## src/rtl/comparator_pkg.sv

```systemverilog
// Shared types and the 2-bit greater-than primitive for the serial magnitude comparator.
package comparator_pkg;

    typedef enum logic [1:0] {
        IDLE = 2'd0,
        SCAN = 2'd1,
        DONE = 2'd2
    } cmp_state_e;

    typedef struct packed {
        logic gt;
        logic eq;
        logic lt;
    } cmp_result_t;

    localparam int PAIR_W = 2;

    // x > y for unsigned 2-bit values: decide on the high bit, fall back to the low bit on a tie.
    function automatic logic pair_gt(input logic [PAIR_W-1:0] x, input logic [PAIR_W-1:0] y);
        return (x[1] & ~y[1]) | (~(x[1] ^ y[1]) & x[0] & ~y[0]);
    endfunction

endpackage

```

## src/rtl/two_bit_compare_slice.sv

```systemverilog
// Combinational 2-bit compare slice; lt2 reuses the greater-than function with swapped operands.
module two_bit_compare_slice
    import comparator_pkg::*;
(
    input  logic [PAIR_W-1:0] a2,
    input  logic [PAIR_W-1:0] b2,
    output logic              gt2,
    output logic              lt2
);

    assign gt2 = pair_gt(a2, b2);
    assign lt2 = pair_gt(b2, a2);

endmodule

```

## src/rtl/serial_magnitude_comparator.sv

```systemverilog
// Unsigned magnitude comparator scanning two bits per cycle, MSB pair first, with early exit
// on the first differing pair and valid/ready handshakes on both sides.
module serial_magnitude_comparator
    import comparator_pkg::*;
#(
    parameter int WIDTH = 4
) (
    input  logic             clk,
    input  logic             rst,
    input  logic             in_valid,
    output logic             in_ready,
    input  logic [WIDTH-1:0] a,
    input  logic [WIDTH-1:0] b,
    output logic             out_valid,
    input  logic             out_ready,
    output logic             gt,
    output logic             eq,
    output logic             lt
);

    localparam int PAIRS = WIDTH / PAIR_W;
    localparam int CNT_W = (PAIRS > 1) ? $clog2(PAIRS) : 1;
    localparam logic [CNT_W-1:0] LAST_PAIR = CNT_W'(PAIRS - 1);

    cmp_state_e       state_reg;
    logic [WIDTH-1:0] a_sh_reg;
    logic [WIDTH-1:0] b_sh_reg;
    logic [CNT_W-1:0] cnt_reg;
    cmp_result_t      res_reg;
    logic             gt2;
    logic             lt2;

    two_bit_compare_slice u_slice (
        .a2  (a_sh_reg[WIDTH-1 -: PAIR_W]),
        .b2  (b_sh_reg[WIDTH-1 -: PAIR_W]),
        .gt2 (gt2),
        .lt2 (lt2)
    );

    always_ff @(posedge clk) begin
        if (rst) begin
            state_reg <= IDLE;
            a_sh_reg  <= '0;
            b_sh_reg  <= '0;
            cnt_reg   <= '0;
            res_reg   <= '0;
        end else begin
            case (state_reg)
                IDLE: begin
                    if (in_valid) begin
                        a_sh_reg  <= a;
                        b_sh_reg  <= b;
                        cnt_reg   <= '0;
                        state_reg <= SCAN;
                    end
                end
                SCAN: begin
                    if (gt2) begin
                        res_reg.gt <= 1'b1;
                        state_reg  <= DONE;
                    end else if (lt2) begin
                        res_reg.lt <= 1'b1;
                        state_reg  <= DONE;
                    end else if (cnt_reg == LAST_PAIR) begin
                        res_reg.eq <= 1'b1;
                        state_reg  <= DONE;
                    end else begin
                        // Pairs so far are equal: bring the next lower pair to the top.
                        a_sh_reg  <= a_sh_reg << PAIR_W;
                        b_sh_reg  <= b_sh_reg << PAIR_W;
                        cnt_reg   <= cnt_reg + CNT_W'(1);
                    end
                end
                DONE: begin
                    if (out_ready) begin
                        res_reg   <= '0;
                        state_reg <= IDLE;
                    end
                end
                default: begin
                    res_reg   <= '0;
                    state_reg <= IDLE;
                end
            endcase
        end
    end

    // in_ready is held low while reset is asserted so no handshake can complete against it.
    assign in_ready  = (state_reg == IDLE) && !rst;
    assign out_valid = (state_reg == DONE);
    assign gt        = res_reg.gt;
    assign eq        = res_reg.eq;
    assign lt        = res_reg.lt;

endmodule

```

## config.mk

```make
export PLATFORM = sky130hd
export DESIGN_NAME = serial_magnitude_comparator
export DESIGN_NICKNAME = d
export VERILOG_FILES = /design/src/rtl/comparator_pkg.sv /design/src/rtl/two_bit_compare_slice.sv /design/src/rtl/serial_magnitude_comparator.sv
export SDC_FILE = /design/constraint.sdc
export NUM_CORES = 1
export LEC_CHECK = 0
export BUFFER_PORTS_ARGS = -buffer_cell sky130_fd_sc_hd__buf_2
export CELL_PAD_IN_SITES_DETAIL_PLACEMENT = 1
export CELL_PAD_IN_SITES_GLOBAL_PLACEMENT = 1
export CORE_MARGIN = 1.5
export CORE_UTILIZATION = 40
export CTS_BUF_LIST = sky130_fd_sc_hd__clkbuf_4 sky130_fd_sc_hd__clkbuf_8
export DETAILED_ROUTE_END_ITERATION = 8
export PLACE_DENSITY = 0.81
export SYNTH_ARGS = -nofsm -noshare
export SYNTH_HDL_FRONTEND = slang
export SYNTH_SLANG_ARGS = --single-unit
```

## constraint.sdc

```tcl
create_clock -name clk -period 1.91 [get_ports clk]
set_input_delay 0.382 -clock clk [delete_from_list [all_inputs] [get_ports clk]]
set_output_delay 0.382 -clock clk [all_outputs]
set_load 0.05 [all_outputs]
```

# Yosys cells after proc, flatten, opt, wreduce, memory -nomap -nowiden
# Index checks and enable logic that the tools add are counted.
totals:
  output_inout_bits: 5
  reg_bits: 14
  romBits: 0
  latch_bits: 0
  n_memories: 0
  input_bits: 12
  word_cells: 72
  ram_bits: 0
op_classes:
  mux: 28
  multipliers: 0
  n_eq_ne: 11
  div_mod_pow: 0
  n_bitwise: 15
  n_reduce_logical: 10
  addsub: 1
  shifts: 0
  order_cmp: 0
op_table:
  columns: ["cell", "n"]
  rows:
  - ["$mux W4", 8]
  - ["$pmux W4 S2", 2]
  - ["$ne A2 B2 Y1 const B", 7]
  - ["$mux W2", 6]
  - ["$reduce_and A5 Y1", 2]
  - ["$pmux W3 S3", 1]
  - ["$mux W1", 8]
  - ["$reduce_and A4 Y1", 2]
  - ["$and A1 B1 Y1", 6]
  - ["$not A1 Y1", 6]
  - ["$pmux W2 S3", 1]
  - ["$reduce_and A3 Y1", 2]
  - ["$ne A4 B4 Y1 const B", 1]
  - ["$mux W3", 1]
  - ["$eq A2 B1 Y1 const B", 1]
  - ["$eq A2 B2 Y1 const B", 1]
  - ["$logic_not A2 Y1", 1]
  - ["$ne A2 B1 Y1 const B", 1]
  - ["$or A1 B1 Y1", 2]
  - ["$pmux W1 S2", 1]
  - ["$reduce_bool A2 Y1", 1]
  - ["$add A1 B1 Y1 const B", 1]
  - ["$logic_and A1 B1 Y1", 1]
  - ["$logic_not A1 Y1", 1]
  - ["$xor A1 B1 Y1", 1]

# Logic depth before layout (Yosys ltp)
depth:
  word_depth: 8
  depth_mapped: 7
  ltp_nobuf: 6

# Cells and area by module
# From an unflattened synthesis, not the netlist that was laid out.
unflattened:
  hier_cells: 85
  area_unflattened_um2: 708.2
modules_own_cells:
  columns: ["module", "area_each_um2", "cells_per_inst", "seq_area_each_um2", "instances"]
  rows:
  - ["serial_magnitude_comparator", 653.1, 77, 280.3, 1]
  - ["two_bit_compare_slice", 55.1, 8, 0.0, 1]

# Worst setup path after synthesis
# Ideal clock, no wire load.
synth_timing:
  path_type: "input to output"
  start: "input port rst"
  end: "output port in_ready"
  setup_slack_ns: -0.260
  n_path_buf: 2
  stages: 3
  arrival_ns: 1.788
  required_time_ns: 1.528
  path_cell_list: "clkbuf_1 -> clkbuf_1 -> nor3_1"
synth_via:
  elab_chain_cells: 2
synth_rtl:
  columns: ["item", "line_no", "text"]
  rows:
  - ["from (decl)", "serial_magnitude_comparator.sv:9", "input logic rst,"]
  - ["$logic_not A1 Y1", "serial_magnitude_comparator.sv:89", "assign in_ready = (state_reg == IDLE) && !rst;"]
  - ["$logic_and A1 B1 Y1", "serial_magnitude_comparator.sv:89", null]
  - ["to (decl)", "serial_magnitude_comparator.sv:11", "output logic in_ready,"]
# Every way passes these cells.

# Worst setup path in the final report
layout_timing:
  start: "register a_sh_reg[3]"
  end: "register b_sh_reg[3]"
layout_via:
  elab_chain_cells: 7
  elab_cells_between_ends: 14
  classes_between: "2 x eq/ne; 11 x bitwise; 1 x reduce/logical"
layout_rtl:
  columns: ["item", "line_no", "text"]
  rows:
  - ["from (decl)", "serial_magnitude_comparator.sv:26", "logic [WIDTH-1:0] a_sh_reg;"]
  - ["from (signal assigned)", "serial_magnitude_comparator.sv:69", "a_sh_reg <= a_sh_reg << PAIR_W;"]
  - ["$xor A1 B1 Y1", "comparator_pkg.sv:20", "return (x[1] & ~y[1]) | (~(x[1] ^ y[1]) & x[0] & ~y[0]);"]
  - ["$not A1 Y1", "comparator_pkg.sv:20", null]
  - ["$and A1 B1 Y1 (2 in a row)", "comparator_pkg.sv:20", null]
  - ["$or A1 B1 Y1", "comparator_pkg.sv:20", null]
  - ["$ne A2 B2 Y1 (no source line)", null, null]
  - ["$reduce_and A5 Y1 (no source line) (*)", null, null]
  - ["to (signal assigned)", "serial_magnitude_comparator.sv:70", "b_sh_reg <= b_sh_reg << PAIR_W;"]
  - ["to (decl)", "serial_magnitude_comparator.sv:27", "logic [WIDTH-1:0] b_sh_reg;"]
# Every way passes the cells marked *; elsewhere a longest branch is shown, timed or not.
# A chain may end at the register's enable or synchronous reset.

==> impl_table.tex <==
\begin{tabular}{lr}
\hline
Metric & Value \\
\hline
\multicolumn{2}{l}{\textbf{Global route}} \\
\quad Wire length of the first global-routing pass & 3.56 mm \\
\quad Antenna violations before repair & 0 \\
\quad Global-route congestion overflow total & 0 \\
\quad Number of global-route vias before repair & 791 \\
\quad Global routing usage summed across all routing layers & 23.1\% \\
\quad Pin count of the biggest net entering global routing & 18 \\
\multicolumn{2}{l}{\textbf{Drt}} \\
\quad Per-cell routed wire length & 15.0 um \\
\quad Number of routed nets with antenna violations & 0 \\
\quad Number of remaining DRC errors & 0 \\
\quad Vias after detailed routing & 798 \\
\quad Total wire length & 2.10 mm \\
\quad Iteration-0 DRC count of the detailed router & 6 \\
\quad DR pass1 iterations & 4 \\
\quad Vias per cell & 5.70 \\
\multicolumn{2}{l}{\textbf{Floorplanning}} \\
\quad Io pins & 17 \\
\quad Starting Density & 43.2\% \\
\quad Area of the placeable core & 0.00176 mm\^{}2 \\
\quad Site row count & 15 \\
\quad Die width & 46.6 um \\
\quad Die area & 0.00218 mm\^{}2 \\
\quad Die boundary height & 46.6 um \\
\multicolumn{2}{l}{\textbf{Pwr}} \\
\quad Peak VDD IR & 0.000615 V \\
\quad Total power & 1.01 mW \\
\quad Static Leak & 0.391 nW \\
\quad Power per Cell Area & 1070 mW/mm\^{}2 \\
\multicolumn{2}{l}{\textbf{Yosys}} \\
\quad Post-synthesis cell count & 95 \\
\quad Number of library cell types mapped by synthesis & 30 \\
\quad Mean cell area of the mapped netlist & 8.02 um\^{}2 \\
\quad Portion of the post-synthesis area used by sequential elements & 36.8\% \\
\quad Synth cell count leaders & sky130\_fd\_sc\_hd\_\_a21oi\_1 (14), sky130\_fd\_sc\_hd\_\_dfxtp\_1 (14), sky130\_fd\_sc\_hd\_\_nor2\_1 (9) \\
\quad Warning count from the yosys run & 0 \\
\quad Yosys top cell by area & sky130\_fd\_sc\_hd\_\_dfxtp\_1 \\
\quad Flip-flop and latch count after synthesis & 14 \\
\quad Area share of the leading cell type in the synthesized netlist & 36.8\% \\
\quad Largest cells by area after synthesis & sky130\_fd\_sc\_hd\_\_dfxtp\_1 (37\%), sky130\_fd\_sc\_hd\_\_a21oi\_1 (9.2\%), sky130\_fd\_sc\_hd\_\_a211oi\_1 (4.9\%) \\
\quad Async set-reset flop share out of synthesis & 0\% \\
\quad Area of the mapped netlist & 762 um\^{}2 \\
\quad Primary FF master, synth & sky130\_fd\_sc\_hd\_\_dfxtp\_1 \\
\quad Synthesized netlist net count & 109 \\
\quad Number of enable flip-flop cells after synthesis & 0 \\
\multicolumn{2}{l}{\textbf{Timing}} \\
\quad Max-slew violation count & 0 \\
\quad Setup repair after global routing missed its margin & false \\
\quad Final Cycle Share & 93.4\% \\
\quad Total negative slack & 0 ns \\
\quad Transition time at the pin with the least slew margin & 0.484 ns \\
\quad Worst-case clock skew & 0.00352 ns \\
\quad Worst-case hold slack & 0.431 ns \\
\quad Highest attainable clock frequency & 0.561 GHz \\
\quad Final hold violation count & 0 \\
\quad Worst slew margin relative to its limit & 67.6\% \\
\quad Final setup violation count & 0 \\
\quad Final critical-path required period & 1.78 ns \\
\multicolumn{2}{l}{\textbf{Setup path}} \\
\quad Largest stage delay, worst path & 0.48 ns \\
\quad Category of the critical setup timing path & reg -> reg \\
\quad Startpoint Class & register \\
\quad Critical path peak fanout & 4 \\
\quad CP required & 2.11 ns \\
\quad Cells traversed along the worst timing path & inv\_1, ha\_1, a2111o\_1, or4\_1, o211ai\_1 \\
\quad First element of the critical path & a\_sh\_reg[3] \\
\quad Cell type of the slowest stage on the worst timing path & sky130\_fd\_sc\_hd\_\_or4\_1 \\
\quad Startpoint of the worst register-to-register path & a\_sh\_reg[3] \\
\quad Worst Setup End Kind & register \\
\quad Worst endpoint data arrival time & 1.98 ns \\
\multicolumn{2}{l}{\textbf{CTS}} \\
\quad Clock Sink Count & 14 \\
\quad Cts-stage hold buffer count & 0 \\
\quad Number of buffers between clock root and the deepest sink & 2 \\
\quad Clock-pin slew of the registers on the worst-case setup and hold paths & 0.08 ns \\
\quad CTS Root Buffer Type & sky130\_fd\_sc\_hd\_\_clkbuf\_4 \\
\quad CTS tree & yes \\
\quad Number of H-tree levels & 1 \\
\quad Total CTS buffers & 3 \\
\quad Clock latency on the worst-skew pair & 0.27 ns \\
\multicolumn{2}{l}{\textbf{Cells and area}} \\
\quad Net count reported at finish & 131 \\
\quad Count of filler cells inserted in the layout & 246 \\
\quad Sequential cell area in the final layout & 283 um\^{}2 \\
\quad Antenna diode count & 0 \\
\quad Area taken by multi-input logic gates & 452 um\^{}2 \\
\quad Core Util, Final & 53.3\% \\
\quad Area growth, synth to finish & 23.3\% \\
\quad Share of post-route cells with drive strength above 1 & 26.1\% \\
\multicolumn{2}{l}{\textbf{Placed design}} \\
\quad DP Wirelength & 1.58 mm \\
\quad Count of port buffers added during placement & 16 \\
\quad Routability Congestion & 0.735 \\
\multicolumn{2}{l}{\textbf{Outcome}} \\
\quad Outcome & finished clean \\
\multicolumn{2}{l}{\textbf{Hold path}} \\
\quad Worst min-delay path startpoint & b[1] \\
\quad Tightest Hold Check Type & in -> reg \\
\multicolumn{2}{l}{\textbf{Job}} \\
\quad Max\_cap viols & 0 \\
\hline
\end{tabular}
-- layout by cell type (no fill, tap or decap), drive strengths merged, types with 2 or more instances in the layout --
cell type / synthesis / routed
a21oi: 14 / 14
nor2b: 4 / 4
o211ai: 2 / 2
nor4: 2 / 2
inv: 5 / 5
clkbuf: 5 / 3
a31oi: 2 / 2
ha: 2 / 2
mux2i: 2 / 2
nor2: 9 / 9
a311o: 2 / 2
buf: 1 / 23
nand3: 3 / 3
and3: 3 / 3
a211oi: 5 / 5
o21ai: 4 / 4
a22oi: 2 / 2
dfxtp: 14 / 14
nand2b: 3 / 3
or4: 2 / 2
-- stage by stage --
stage	instance area (um^2)	instances	setup WS, ns
detailed placement	900	136	0.0264
CTS	923	139	0.0327
finish	940	140	0.127
global route	940	140	0.0123
floorplan	767	95	0.144
global placement	900	136	0.0777
-- kinds of logic (layout without fill, tap and decap cells) --
logic type                 count (synthesis)  in the layout  share of synthesized area (%)
AOI/OAI and AO/OA                         36             36                           30.4
xor gates and xnor gates                   1              1                           1.15
adders and majority gates                  2              2                           3.28
buffers and inverters                     11             31                           5.58
DFF                                       14             14                           36.8
muxes                                      2              2                           2.63
and+or+nand+nor                           29             29                           20.2
-- report_power, final --
group / internal, mW / total (mW) / switching [mW]
clock: 0.0729 / 0.159 / 0.0860
sequential: 0.344 / 0.404 / 0.0607
combinational: 0.186 / 0.445 / 0.259
total: 0.602 / 1.01 / 0.406
-- metal layers --
layer / vias to the layer above / routed length, um / global-route usage (%)
li1: 396 / - / -
met1: 381 / 961 / 30.0
met2: 15 / 1040 / 36.7
met3: 6 / 66 / 4.71
met4: 0 / 36 / 10.6
met5: - / 0 / 0
-- critical path: cells and delay by family, from the launching register on --
kind            cells  cell delay, ns
compound gates      2            0.52
simple gates        1            0.48
flops               1            0.36
fa+ha+maj           1            0.31
buf+inv             1            0.05
-- what timing repair did --
| item | 4_1_cts | 5_1_grt |
|---|---|---|
| setup buffers | 0 | 1 |
| setup endpoints to repair | 1 | 4 |
| gates resized for setup | 1 | 2 |
| pin swaps | 0 | 1 |
-- path summary, 6_finish.rpt --
check,end,slack (ns),cells past startpoint
hold / removal,b_sh_reg[1],0.43,3
hold reg to reg,lt,0.44,2
setup reg to reg,b_sh_reg[3],0.13,5
setup / recovery,b_sh_reg[3],0.13,5
-- area by class of cell --
class	instances	share of cell area, %
clock buffers	3	2.40
well taps	25	3.33
inverters	5	2.00
flip-flops and latches	14	30.1
repair buffers	23	14.1
multi-input cells	70	48.1
(Power assumes the default switching activity.)
